<file path="src/rtl/output_quant_buffer_pkg.sv">
// Shared types and helpers for the output quantize buffer: saturation limits,
// the FIFO entry layout and a reference requantize function.
package output_quant_buffer_pkg;

    localparam int ACC_W   = 32;
    localparam int OUT_W   = 16;
    localparam int COORD_W = 32;

    localparam logic signed [OUT_W-1:0] SAT_MAX = {1'b0, {(OUT_W-1){1'b1}}};
    localparam logic signed [OUT_W-1:0] SAT_MIN = {1'b1, {(OUT_W-1){1'b0}}};

    typedef struct packed {
        logic signed [OUT_W-1:0]   data;
        logic        [COORD_W-1:0] x;
        logic        [COORD_W-1:0] y;
        logic        [COORD_W-1:0] ch;
    } qbuf_entry_t;

    // One extra bit of headroom keeps the rounding add from wrapping.
    function automatic logic signed [OUT_W-1:0] quantize(
        input logic signed [ACC_W-1:0] acc,
        input logic        [4:0]       shift,
        input logic                    relu
    );
        logic signed [ACC_W:0] wide;
        wide = {acc[ACC_W-1], acc};
        if (shift != 5'd0) begin
            wide = wide + ((ACC_W+1)'(1) << (shift - 5'd1));
        end
        wide = wide >>> shift;
        if (relu && wide[ACC_W]) begin
            wide = '0;
        end
        if (wide > (ACC_W+1)'(SAT_MAX)) begin
            return SAT_MAX;
        end
        if (wide < (ACC_W+1)'(SAT_MIN)) begin
            return SAT_MIN;
        end
        return wide[OUT_W-1:0];
    endfunction

endpackage

</file>
<file path="src/rtl/output_quant_buffer_if.sv">
// Producer-side capture signals and host-side valid/ready stream of the
// output quantize buffer, bundled for connection between host and block.
interface output_quant_buffer_if
    import output_quant_buffer_pkg::*;
#(
    parameter int ACC_WIDTH   = ACC_W,
    parameter int OUT_WIDTH   = OUT_W,
    parameter int COORD_WIDTH = COORD_W
);

    logic                          in_valid;
    logic signed [ACC_WIDTH-1:0]   in_data;
    logic        [COORD_WIDTH-1:0] in_x;
    logic        [COORD_WIDTH-1:0] in_y;
    logic        [COORD_WIDTH-1:0] in_ch;
    logic        [4:0]             quant_shift;
    logic                          relu_en;

    logic                          out_valid;
    logic                          out_ready;
    logic signed [OUT_WIDTH-1:0]   out_data;
    logic        [COORD_WIDTH-1:0] out_x;
    logic        [COORD_WIDTH-1:0] out_y;
    logic        [COORD_WIDTH-1:0] out_ch;

    modport master (
        output in_valid, in_data, in_x, in_y, in_ch, quant_shift, relu_en,
        output out_ready,
        input  out_valid, out_data, out_x, out_y, out_ch
    );

    modport slave (
        input  in_valid, in_data, in_x, in_y, in_ch, quant_shift, relu_en,
        input  out_ready,
        output out_valid, out_data, out_x, out_y, out_ch
    );

endinterface

</file>
<file path="src/rtl/output_quant_buffer_sync_fifo_fwft.sv">
// Synchronous first-word-fall-through FIFO: the head entry is readable on
// rdata whenever empty is low, one cycle after it was written.
module sync_fifo_fwft #(
    parameter int WIDTH = 8,
    parameter int DEPTH = 8
) (
    input  logic                           clk,
    input  logic                           arst_n_in,
    input  logic                           push,
    input  logic                           pop,
    input  logic [WIDTH-1:0]               wdata,
    output logic [WIDTH-1:0]               rdata,
    output logic                           full,
    output logic                           empty,
    output logic [$clog2(DEPTH+1)-1:0]     count
);

    localparam int PTR_W = $clog2(DEPTH);
    localparam int CNT_W = $clog2(DEPTH+1);

    logic [WIDTH-1:0] mem [DEPTH];

    logic [PTR_W-1:0] wrPtr_q, wrPtr_d;
    logic [PTR_W-1:0] rdPtr_q, rdPtr_d;
    logic [CNT_W-1:0] count_q, count_d;
    logic             doPush;
    logic             doPop;

    // A push into a full FIFO only lands when a pop frees a slot that cycle.
    always_comb begin
        doPop   = pop && !empty;
        doPush  = push && (!full || doPop);
        wrPtr_d = wrPtr_q;
        rdPtr_d = rdPtr_q;
        count_d = count_q;
        if (doPush) begin
            wrPtr_d = wrPtr_q + PTR_W'(1);
        end
        if (doPop) begin
            rdPtr_d = rdPtr_q + PTR_W'(1);
        end
        case ({doPush, doPop})
            2'b10:   count_d = count_q + CNT_W'(1);
            2'b01:   count_d = count_q - CNT_W'(1);
            default: count_d = count_q;
        endcase
    end

    always_ff @(posedge clk or negedge arst_n_in) begin
        if (!arst_n_in) begin
            wrPtr_q <= '0;
            rdPtr_q <= '0;
            count_q <= '0;
        end else begin
            wrPtr_q <= wrPtr_d;
            rdPtr_q <= rdPtr_d;
            count_q <= count_d;
        end
    end

    always_ff @(posedge clk) begin
        if (doPush) begin
            mem[wrPtr_q] <= wdata;
        end
    end

    assign rdata = mem[rdPtr_q];
    assign full  = (count_q == CNT_W'(DEPTH));
    assign empty = (count_q == '0);
    assign count = count_q;

endmodule

</file>
<file path="src/rtl/output_quant_buffer.sv">
// Captures convolution results, requantizes them to OUT_WIDTH with rounding,
// optional ReLU and saturation, and queues them for the host stream.
module output_quant_buffer
    import output_quant_buffer_pkg::*;
#(
    parameter int ACC_WIDTH   = ACC_W,
    parameter int OUT_WIDTH   = OUT_W,
    parameter int COORD_WIDTH = COORD_W,
    parameter int FIFO_DEPTH  = 8
) (
    input  logic                              clk,
    input  logic                              arst_n_in,
    output_quant_buffer_if.slave              bus,
    output logic [$clog2(FIFO_DEPTH+1)-1:0]   fill_level,
    output logic                              overflow,
    input  logic                              clear_overflow
);

    localparam int ENTRY_WIDTH = OUT_WIDTH + 3 * COORD_WIDTH;
    localparam logic signed [ACC_WIDTH:0] SAT_HI = (ACC_WIDTH+1)'(SAT_MAX);
    localparam logic signed [ACC_WIDTH:0] SAT_LO = (ACC_WIDTH+1)'(SAT_MIN);

    logic        [ACC_WIDTH:0]   roundBit;
    logic signed [ACC_WIDTH:0]   roundedSum;
    logic signed [ACC_WIDTH:0]   shiftedSum;
    logic signed [OUT_WIDTH-1:0] quantized;

    logic        stageValid_q, stageValid_d;
    qbuf_entry_t stageEntry_q, stageEntry_d;
    logic        overflow_q, overflow_d;

    qbuf_entry_t headEntry;
    logic        fifoFull;
    logic        fifoEmpty;
    logic        popReq;
    logic        dropPush;
    logic [$clog2(FIFO_DEPTH+1)-1:0] fifoCount;

    // Requantize: add half an LSB of the target scale, arithmetic shift,
    // then clamp negatives (ReLU) and saturate into the output range.
    always_comb begin
        roundBit = '0;
        if (bus.quant_shift != 5'd0) begin
            roundBit = (ACC_WIDTH+1)'(1) << (bus.quant_shift - 5'd1);
        end
        roundedSum = $signed({bus.in_data[ACC_WIDTH-1], bus.in_data} + roundBit);
        shiftedSum = roundedSum >>> bus.quant_shift;
        if (bus.relu_en && shiftedSum[ACC_WIDTH]) begin
            shiftedSum = '0;
        end
        if (shiftedSum > SAT_HI) begin
            quantized = SAT_MAX;
        end else if (shiftedSum < SAT_LO) begin
            quantized = SAT_MIN;
        end else begin
            quantized = shiftedSum[OUT_WIDTH-1:0];
        end
    end

    always_comb begin
        stageValid_d = bus.in_valid;
        stageEntry_d = stageEntry_q;
        if (bus.in_valid) begin
            stageEntry_d.data = quantized;
            stageEntry_d.x    = bus.in_x;
            stageEntry_d.y    = bus.in_y;
            stageEntry_d.ch   = bus.in_ch;
        end
    end

    always_ff @(posedge clk or negedge arst_n_in) begin
        if (!arst_n_in) begin
            stageValid_q <= 1'b0;
            stageEntry_q <= '0;
        end else begin
            stageValid_q <= stageValid_d;
            stageEntry_q <= stageEntry_d;
        end
    end

    sync_fifo_fwft #(
        .WIDTH (ENTRY_WIDTH),
        .DEPTH (FIFO_DEPTH)
    ) u_fifo (
        .clk       (clk),
        .arst_n_in (arst_n_in),
        .push      (stageValid_q),
        .pop       (popReq),
        .wdata     (stageEntry_q),
        .rdata     (headEntry),
        .full      (fifoFull),
        .empty     (fifoEmpty),
        .count     (fifoCount)
    );

    // The producer cannot stall, so a push into a full FIFO with no pop is lost.
    always_comb begin
        popReq     = bus.out_ready && !fifoEmpty;
        dropPush   = stageValid_q && fifoFull && !popReq;
        overflow_d = overflow_q;
        if (dropPush) begin
            overflow_d = 1'b1;
        end else if (clear_overflow) begin
            overflow_d = 1'b0;
        end
    end

    always_ff @(posedge clk or negedge arst_n_in) begin
        if (!arst_n_in) begin
            overflow_q <= 1'b0;
        end else begin
            overflow_q <= overflow_d;
        end
    end

    always_comb begin
        bus.out_valid = !fifoEmpty;
        bus.out_data  = '0;
        bus.out_x     = '0;
        bus.out_y     = '0;
        bus.out_ch    = '0;
        if (!fifoEmpty) begin
            bus.out_data = headEntry.data;
            bus.out_x    = headEntry.x;
            bus.out_y    = headEntry.y;
            bus.out_ch   = headEntry.ch;
        end
    end

    assign fill_level = fifoCount;
    assign overflow   = overflow_q;

endmodule

</file>
<file path="src/flat_wrapper.sv">
// flat-port wrapper written by rule: the top's interface ports become plain ports
module output_quant_buffer_flat import output_quant_buffer_pkg::*;
#(
    parameter int ACC_WIDTH   = ACC_W,
    parameter int OUT_WIDTH   = OUT_W,
    parameter int COORD_WIDTH = COORD_W,
    parameter int FIFO_DEPTH  = 8
)
  (clk, arst_n_in, fill_level, overflow, clear_overflow, bus_in_valid, bus_in_data, bus_in_x, bus_in_y, bus_in_ch, bus_quant_shift, bus_relu_en, bus_out_ready, bus_out_valid, bus_out_data, bus_out_x, bus_out_y, bus_out_ch);
  output_quant_buffer_if #(.ACC_WIDTH(ACC_WIDTH), .OUT_WIDTH(OUT_WIDTH), .COORD_WIDTH(COORD_WIDTH)) bus_i ();
  input  logic clk;
  input  logic arst_n_in;
  output logic [$clog2(FIFO_DEPTH+1)-1:0] fill_level;
  output logic overflow;
  input  logic clear_overflow;
  input wire logic [$bits(bus_i.in_valid)-1:0] bus_in_valid;
  input wire logic [$bits(bus_i.in_data)-1:0] bus_in_data;
  input wire logic [$bits(bus_i.in_x)-1:0] bus_in_x;
  input wire logic [$bits(bus_i.in_y)-1:0] bus_in_y;
  input wire logic [$bits(bus_i.in_ch)-1:0] bus_in_ch;
  input wire logic [$bits(bus_i.quant_shift)-1:0] bus_quant_shift;
  input wire logic [$bits(bus_i.relu_en)-1:0] bus_relu_en;
  input wire logic [$bits(bus_i.out_ready)-1:0] bus_out_ready;
  output wire logic [$bits(bus_i.out_valid)-1:0] bus_out_valid;
  output wire logic [$bits(bus_i.out_data)-1:0] bus_out_data;
  output wire logic [$bits(bus_i.out_x)-1:0] bus_out_x;
  output wire logic [$bits(bus_i.out_y)-1:0] bus_out_y;
  output wire logic [$bits(bus_i.out_ch)-1:0] bus_out_ch;
  assign bus_i.in_valid = bus_in_valid;
  assign bus_i.in_data = bus_in_data;
  assign bus_i.in_x = bus_in_x;
  assign bus_i.in_y = bus_in_y;
  assign bus_i.in_ch = bus_in_ch;
  assign bus_i.quant_shift = bus_quant_shift;
  assign bus_i.relu_en = bus_relu_en;
  assign bus_i.out_ready = bus_out_ready;
  assign bus_out_valid = bus_i.out_valid;
  assign bus_out_data = bus_i.out_data;
  assign bus_out_x = bus_i.out_x;
  assign bus_out_y = bus_i.out_y;
  assign bus_out_ch = bus_i.out_ch;
  output_quant_buffer #(.ACC_WIDTH(ACC_WIDTH), .OUT_WIDTH(OUT_WIDTH), .COORD_WIDTH(COORD_WIDTH), .FIFO_DEPTH(FIFO_DEPTH)) u_core (.clk(clk), .arst_n_in(arst_n_in), .bus(bus_i), .fill_level(fill_level), .overflow(overflow), .clear_overflow(clear_overflow));
endmodule
</file>
<file path="config.mk">
export PLATFORM = sky130hd
export DESIGN_NAME = output_quant_buffer_flat
export DESIGN_NICKNAME = d
export VERILOG_FILES = /design/src/rtl/output_quant_buffer_pkg.sv /design/src/rtl/output_quant_buffer_if.sv /design/src/rtl/output_quant_buffer_sync_fifo_fwft.sv /design/src/rtl/output_quant_buffer.sv /design/src/flat_wrapper.sv
export SDC_FILE = /design/constraint.sdc
export NUM_CORES = 1
export LEC_CHECK = 0
export ABC_AREA = 1
export CORE_MARGIN = 2
export CORE_UTILIZATION = 30
export DETAILED_ROUTE_END_ITERATION = 8
export GPL_TIMING_DRIVEN = 0
export SYNTH_ARGS = -nofsm -noshare
export SYNTH_HDL_FRONTEND = slang
export SYNTH_HIERARCHICAL = 1
export SYNTH_SLANG_ARGS = --single-unit
</file>
<file path="constraint.sdc">
create_clock -name clk -period 12.23 [get_ports clk]
set_input_delay 1.8345 -clock clk [delete_from_list [all_inputs] [get_ports clk]]
set_output_delay 1.8345 -clock clk [all_outputs]
set_load 0.005 [all_outputs]
</file>
==> out/metrics.cfg, run 1 <==
[clock_tree]
cts_setup_buffers = 0
clock_path_buffers = 3
cts_buffers = 94
postCtsHoldBufs = 0
clkLatencyLatePin_ns = 0.70
cts_tree = yes
clock-sinks = 1020
cts_root_buf = clkbuf_16
cts.htree.levels = 3
clk_pin_slew_ns = 0.06
cts_resized = 0

[die]
design.core.area_mm2 = 0.1503
die_width_um = 393.6
initial_core_util = 0.3029
rows = 142
die_h_um = 393.6
die_area_mm2 = 0.1549
io_pins = 257

[place]
dp.cells = 6702
dp_slack_ns = 4.503
place_area_mm2 = 0.05167
gp_congestion = 0.8657
port_buffers = 255
dpl.hpwl_mm = 94.99

[synthesis]
synth-simple-area-share = 0.1712
synth.area.mux_share = 0.02531
synth_top_family_by_area = simple AND/OR/NAND/NOR gates
syn_area_mm2 = 0.04553
synthDistinctLibCells = 49
syn_nets = 4536
synthXorXnorAreaFrac = 0.003847
synth_compound_area_frac = 0.07678
synthFlopType = edfxtp_1
synthCells = 4359
yosysWarnings = 6
synth-edff-count = 896
async_flop_share = 0.1216
synth_fa_ha_area_frac = 0.01077
syn_area_per_cell_um2 = 10.45
ys_seq_elements = 1020
seq_area_frac_synth = 0.6590

[final_layout]
syn2layout_area_growth_pct = 20.32
fill_cells = 14860
regArea_mm2 = 0.03001
multi_input_area_mm2 = 0.01316
utilization = 0.3645
fin_area_mm2 = 0.05479
fin_nets = 4959
instances_no_fill = 6881
drive_gt1_frac = 0.08040

[flow_run]
maxCapViolCount = 0

[route]
vias = 32540
ant_nets = 0
wirelength_mm = 132.7
vias_per_cell = 4.729
first_iter_violations = 2803
firstDrtPassIters = 5
wl_per_cell_um = 19.29
remaining_drc_errors = 0

[sta]
drv_slew = 0
holdWs_ns = 0.5205
rsz0062_at_grt = no
fin_skew_ns = 0.02617
slew-limit-headroom = 0.1321
layout_worst_path_cycle_share = 0.5819
setup_viol = 0
finalWorstSetupSlack_ns = 5.114
fin_crit_ns = 7.116
setup_tns_ns = 0
worst_pin_slew_ns = 1.302
max_freq_mhz = 140.5
hold_viol_final = 0

[power]
power_mw = 12.41
p_leak_nw = 21.48
peakVddDrop_mv = 0.1131
powerDensity_mw_per_mm2 = 226.5

[global_route]
grt_first_pass_wirelength_mm = 198.4
met1_usage = 0.2196
grt_pass1_vias = 31850
grt-ovfl-total = 0
grt.total_usage = 0.1670
grt_util_met2 = 0.2855
met3_usage = 0.02129
grt_max_degree = 65
grt_busiest_layer = met2
grt_antenna_before_repair = 6

[setup_path]
r2r_start = u_core/u_fifo/count[0]
worstPathMaxFanout = 10
critical_path_required_ns = 12.81
reg2reg_depth = 16
worstSetupStartpointType = input port
crit_arrival_ns = 7.69
critPathKind = input port to register
cp_slowest_cell = clkdlybuf4s50_1
crit_path_end = u_core/stageEntry_q[110]
r2r-end = u_core/u_fifo/mem[5][73]
r2r_setup_slack_ns = 6.86
cp_common_cell = nand2_1
end_kind = register
critical_path.startpoint = bus_quant_shift[0]
cp_slowest_stage_delay_ns = 0.48

[outcome]
status = finished, final reports clean

[worst_hold_path]
hold_path_class = register to register
hp-start = u_core/u_fifo/wrPtr_q[0]

==> cell usage after synthesis (3+ instances only) <==
cell type	instances	area, um2
nand2_1	1125	4223
edfxtp_1	896	26910
nor2_1	656	2462
o21ai_0	277	1386
inv_1	268	1006
o21ai_1	215	1076
nand3_1	143	715.7
dfrtp_1	124	3103
mux2i_1	114	1141
o22ai_1	113	706.9
clkbuf_1	110	412.9
buf_2	54	270.3
ha_1	36	450.4
a21oi_1	32	160.2
buf_1	20	75.07
inv_2	19	71.32
nand2_2	19	118.9
buf_4	18	135.1
buf_6	18	202.7
nor3_1	13	65.06
buf_8	12	180.2
xnor2_1	11	96.34
xor2_1	9	78.83
nor2_2	8	50.05
o211ai_1	6	45.04
a31oi_1	5	31.28
clkinv_1	3	11.26
nand2_4	3	33.78
nand3_2	3	30.03
nand3b_1	3	22.52
==> logic make-up (layout without fill, tap and decap cells) <==
logic type	count (synthesis)	count (layout)
adders and majority gates	38	38
muxes	115	115
DFF	1020	1020
AOI/OAI and AO/OA	659	659
and+or+nand+nor	1981	1981
xor gates and xnor gates	20	20
buffers and inverters	525	1029
other	1	3
==> area by class of cell <==
class | count | share of cell area
multi-input cells | 2814 | 0.2403
clock buffers | 139 | 0.04935
clock inverters | 38 | 0.007422
inverters | 291 | 0.01998
well taps | 2016 | 0.04604
plain buffers | 234 | 0.02407
diodes | 2 | 0.00009135
flip-flops and latches | 1020 | 0.5477
repair buffers | 327 | 0.06504
==> power breakdown <==
part           internal, mW  leakage (nW)  switching (mW)  total (mW)
clock                  1.64          1.51            1.30        2.93
combinational          1.87          10.3            3.11        4.98
sequential             4.32          9.70           0.183        4.50
total                  7.82          21.5            4.59        12.4
==> state kept, by name, summed over array words and instances, names as in the netlist <==
name and flops:
u_core/u_fifo/mem 896, u_core/u_fifo/count 4, u_core/u_fifo/wrPtr_q 3, u_core/stageEntry_q 112, u_core/u_fifo/rdPtr_q 3, u_core/stageValid_q 1
u_core/overflow 1
==> critical path: cells and delay by family <==
kind,cells,cell delay (ns)
simple gates,33,3.34
buf+inv,10,1.87
fa+ha+maj,2,0.62
==> cell usage in the layout, fill, tap and decap left out, types with 124 or more instances in the layout <==
cell / count
o21ai_1: 215
inv_1: 268
edfxtp_1: 896
nor2_1: 652
dfrtp_1: 124
o21ai_0: 277
clkdlybuf4s50_1: 254
nand3_1: 143
nand2_1: 1125
clkbuf_1: 137
==> worst min-delay path by stage <==
stage	end	slack (ns)	depth (start not counted)
floorplan	u_core/u_fifo/wrPtr_q[0]	0.47	2
global placement	u_core/u_fifo/wrPtr_q[0]	0.48	2
detailed placement	u_core/u_fifo/wrPtr_q[0]	0.50	2
CTS	u_core/u_fifo/wrPtr_q[0]	0.52	2
global route	u_core/u_fifo/wrPtr_q[0]	0.55	2
finish	u_core/u_fifo/wrPtr_q[0]	0.52	2
==> layer usage <==
metal / share of wire / up-vias / wire length, um
li1: - / 15600 / -
met1: 0.43 / 15820 / 57300
met2: 0.49 / 946 / 64660
met3: 0.053 / 172 / 7061
met4: 0.028 / 8 / 3669
met5: 0.00036 / - / 48
No activity file was read; power rests on OpenSTA's default activity.
==> run 2, diff against run 1 <==
Clock period 12.23 ns to 6.45 ns, I/O delays scaled along.
==> out/metrics.cfg, run 2 (same netlist as run 1, synthesis figures left out) <==
[outcome]
status = finished, final reports clean

[power]
peakVddDrop_mv = 0.2206  ; +95%
powerDensity_mw_per_mm2 = 436.8  ; +93%
p_leak_nw = 21.67  ; +0.91%

[global_route]
grt.total_usage = 0.1672  ; +0.0001816
grt_pass1_vias = 31880  ; +0.11%
grt-ovfl-total = 0  ; unchanged
grt_antenna_before_repair = 5  ; -1
grt_first_pass_wirelength_mm = 198.4  ; about the same
grt_max_degree = 77  ; +18%

[sta]
slew-limit-headroom = 0.1480  ; +0.01590
max_freq_mhz = 172.2
setup_viol = 0  ; unchanged
finalWorstSetupSlack_ns = 0.6433  ; -4.471 ns
fin_skew_ns = 0.03626  ; +0.01010 ns
holdWs_ns = 0.2439  ; -0.2766 ns
layout_worst_path_cycle_share = 0.9003
rsz0062_at_grt = no
worst_pin_slew_ns = 1.278  ; -0.02385 ns
fin_crit_ns = 5.807
hold_viol_final = 0  ; unchanged
drv_slew = 0  ; unchanged

[place]
port_buffers = 255  ; unchanged
dpl.hpwl_mm = 94.64  ; -0.37%
dp_slack_ns = -0.3558  ; -4.859 ns
gp_congestion = 0.8642  ; -0.17%
place_area_mm2 = 0.05165  ; about the same
dp.cells = 6702  ; unchanged

[setup_path]
worstPathMaxFanout = 10  ; unchanged
critical_path_required_ns = 7.02  ; -5.79 ns
critical_path.startpoint = bus_quant_shift[0]
crit_arrival_ns = 6.37  ; -1.32 ns
worstSetupStartpointType = input port
end_kind = register
r2r_start = u_core/u_fifo/count[0]
cp_slowest_cell = clkdlybuf4s50_1
cp_common_cell = nand2_1
critPathKind = input port to register
cp_slowest_stage_delay_ns = 0.47  ; about the same

[die]
die_area_mm2 = 0.1549  ; unchanged
rows = 142  ; unchanged
die_width_um = 393.6  ; unchanged
io_pins = 257  ; unchanged
initial_core_util = 0.3029  ; unchanged
design.core.area_mm2 = 0.1503  ; unchanged
die_h_um = 393.6  ; unchanged

[clock_tree]
cts_root_buf = clkbuf_16
clock-sinks = 1020  ; unchanged
postCtsHoldBufs = 0  ; unchanged
cts_tree = yes
cts_buffers = 96  ; +2.1%
cts.htree.levels = 3  ; unchanged
clock_path_buffers = 3  ; unchanged
cts_resized = 0  ; unchanged
cts_setup_buffers = 0  ; unchanged
clk_pin_slew_ns = 0.06  ; about the same
clkLatencyLatePin_ns = 0.69  ; about the same

[route]
wl_per_cell_um = 19.26  ; -0.15%
ant_nets = 0  ; unchanged
remaining_drc_errors = 0  ; unchanged
first_iter_violations = 2629  ; -6.2%
vias = 32460  ; -0.26%
wirelength_mm = 132.6  ; -0.11%
vias_per_cell = 4.715  ; -0.30%
firstDrtPassIters = 6  ; +1

[final_layout]
final_cell_mix = nand2_1 (1123), edfxtp_1 (896), nor2_1 (651)
fin_nets = 4961  ; +0.040%
fin_area_mm2 = 0.05512  ; +0.61%
regMostFlops = u_core/u_fifo/mem
layout_commonest_cell = nand2_1
utilization = 0.3667  ; +0.002231
instances_no_fill = 6884  ; +0.044%
syn2layout_area_growth_pct = 21.06
drive_gt1_frac = 0.08465  ; +0.004249
largest_register_ffs = 896  ; unchanged

[worst_hold_path]
hold_path_class = input port to asynchronous set/reset pin

[flow_run]
maxCapViolCount = 0  ; unchanged

==> run 2: worst max-delay path: cells and delay by family <==
kind | cells | cell delay [ns]
buffers and inverters | 10 | 1.72
and+or+nand+nor | 33 | 3.06
adders and majority gates | 2 | 0.61
==> run 2: routing by layer <==
layer | routed length (um) | GRT usage | part of all wire | vias up
li1 | - | - | - | 15620
met1 | 57880 | 0.2209 | 0.44 | 15720
met2 | 64040 | 0.2833 | 0.48 | 933
met3 | 6628 | 0.01980 | 0.050 | 178
met4 | 4012 | 0.05884 | 0.030 | 6
met5 | 33 | 0 | 0.00025 | -
==> run 2: stage by stage <==
step                      setup TNS [ns]  power (mW)
final                                  0       24.08
after global routing                   0       25.38
after CTS                              0       24.28
after detailed placement          -4.515       18.17
after global placement          -6987.62       18.13
after floorplan                 -1529.92       13.72
==> run 2: cell type report <==
type	instances	area (um2)
antenna	1	2.502
buffer	234	1321
clock buffer	129	2774
clock inverter	52	690.7
fill	14850	95190
inverter	291	1095
multi-input combinational	2814	13170
sequential	1020	30010
tap	2016	2522
timing repair buffer	327	3537
==> run 2: worst paths after layout <==
check                                           end  slack (ns)  depth (start not counted)
max                        u_core/stageEntry_q[109]        0.64                         45
min                         u_core/stageEntry_q[54]        0.24                          1
max reg2reg                u_core/u_fifo/mem[1][51]        1.23                         15
min reg2reg                u_core/u_fifo/wrPtr_q[0]        0.52                          2
max in group asynchronous   u_core/stageEntry_q[11]        5.29                          2
min in group clk           u_core/u_fifo/wrPtr_q[0]        0.52                          2
==> run 2: report_power, final <==
part | total [mW] | switching (mW) | internal (mW)
Clock | 6.10 | 2.46 | 3.64
Combinational | 9.44 | 5.91 | 3.53
Sequential | 8.54 | 0.349 | 8.19
Total | 24.1 | 8.72 | 15.4
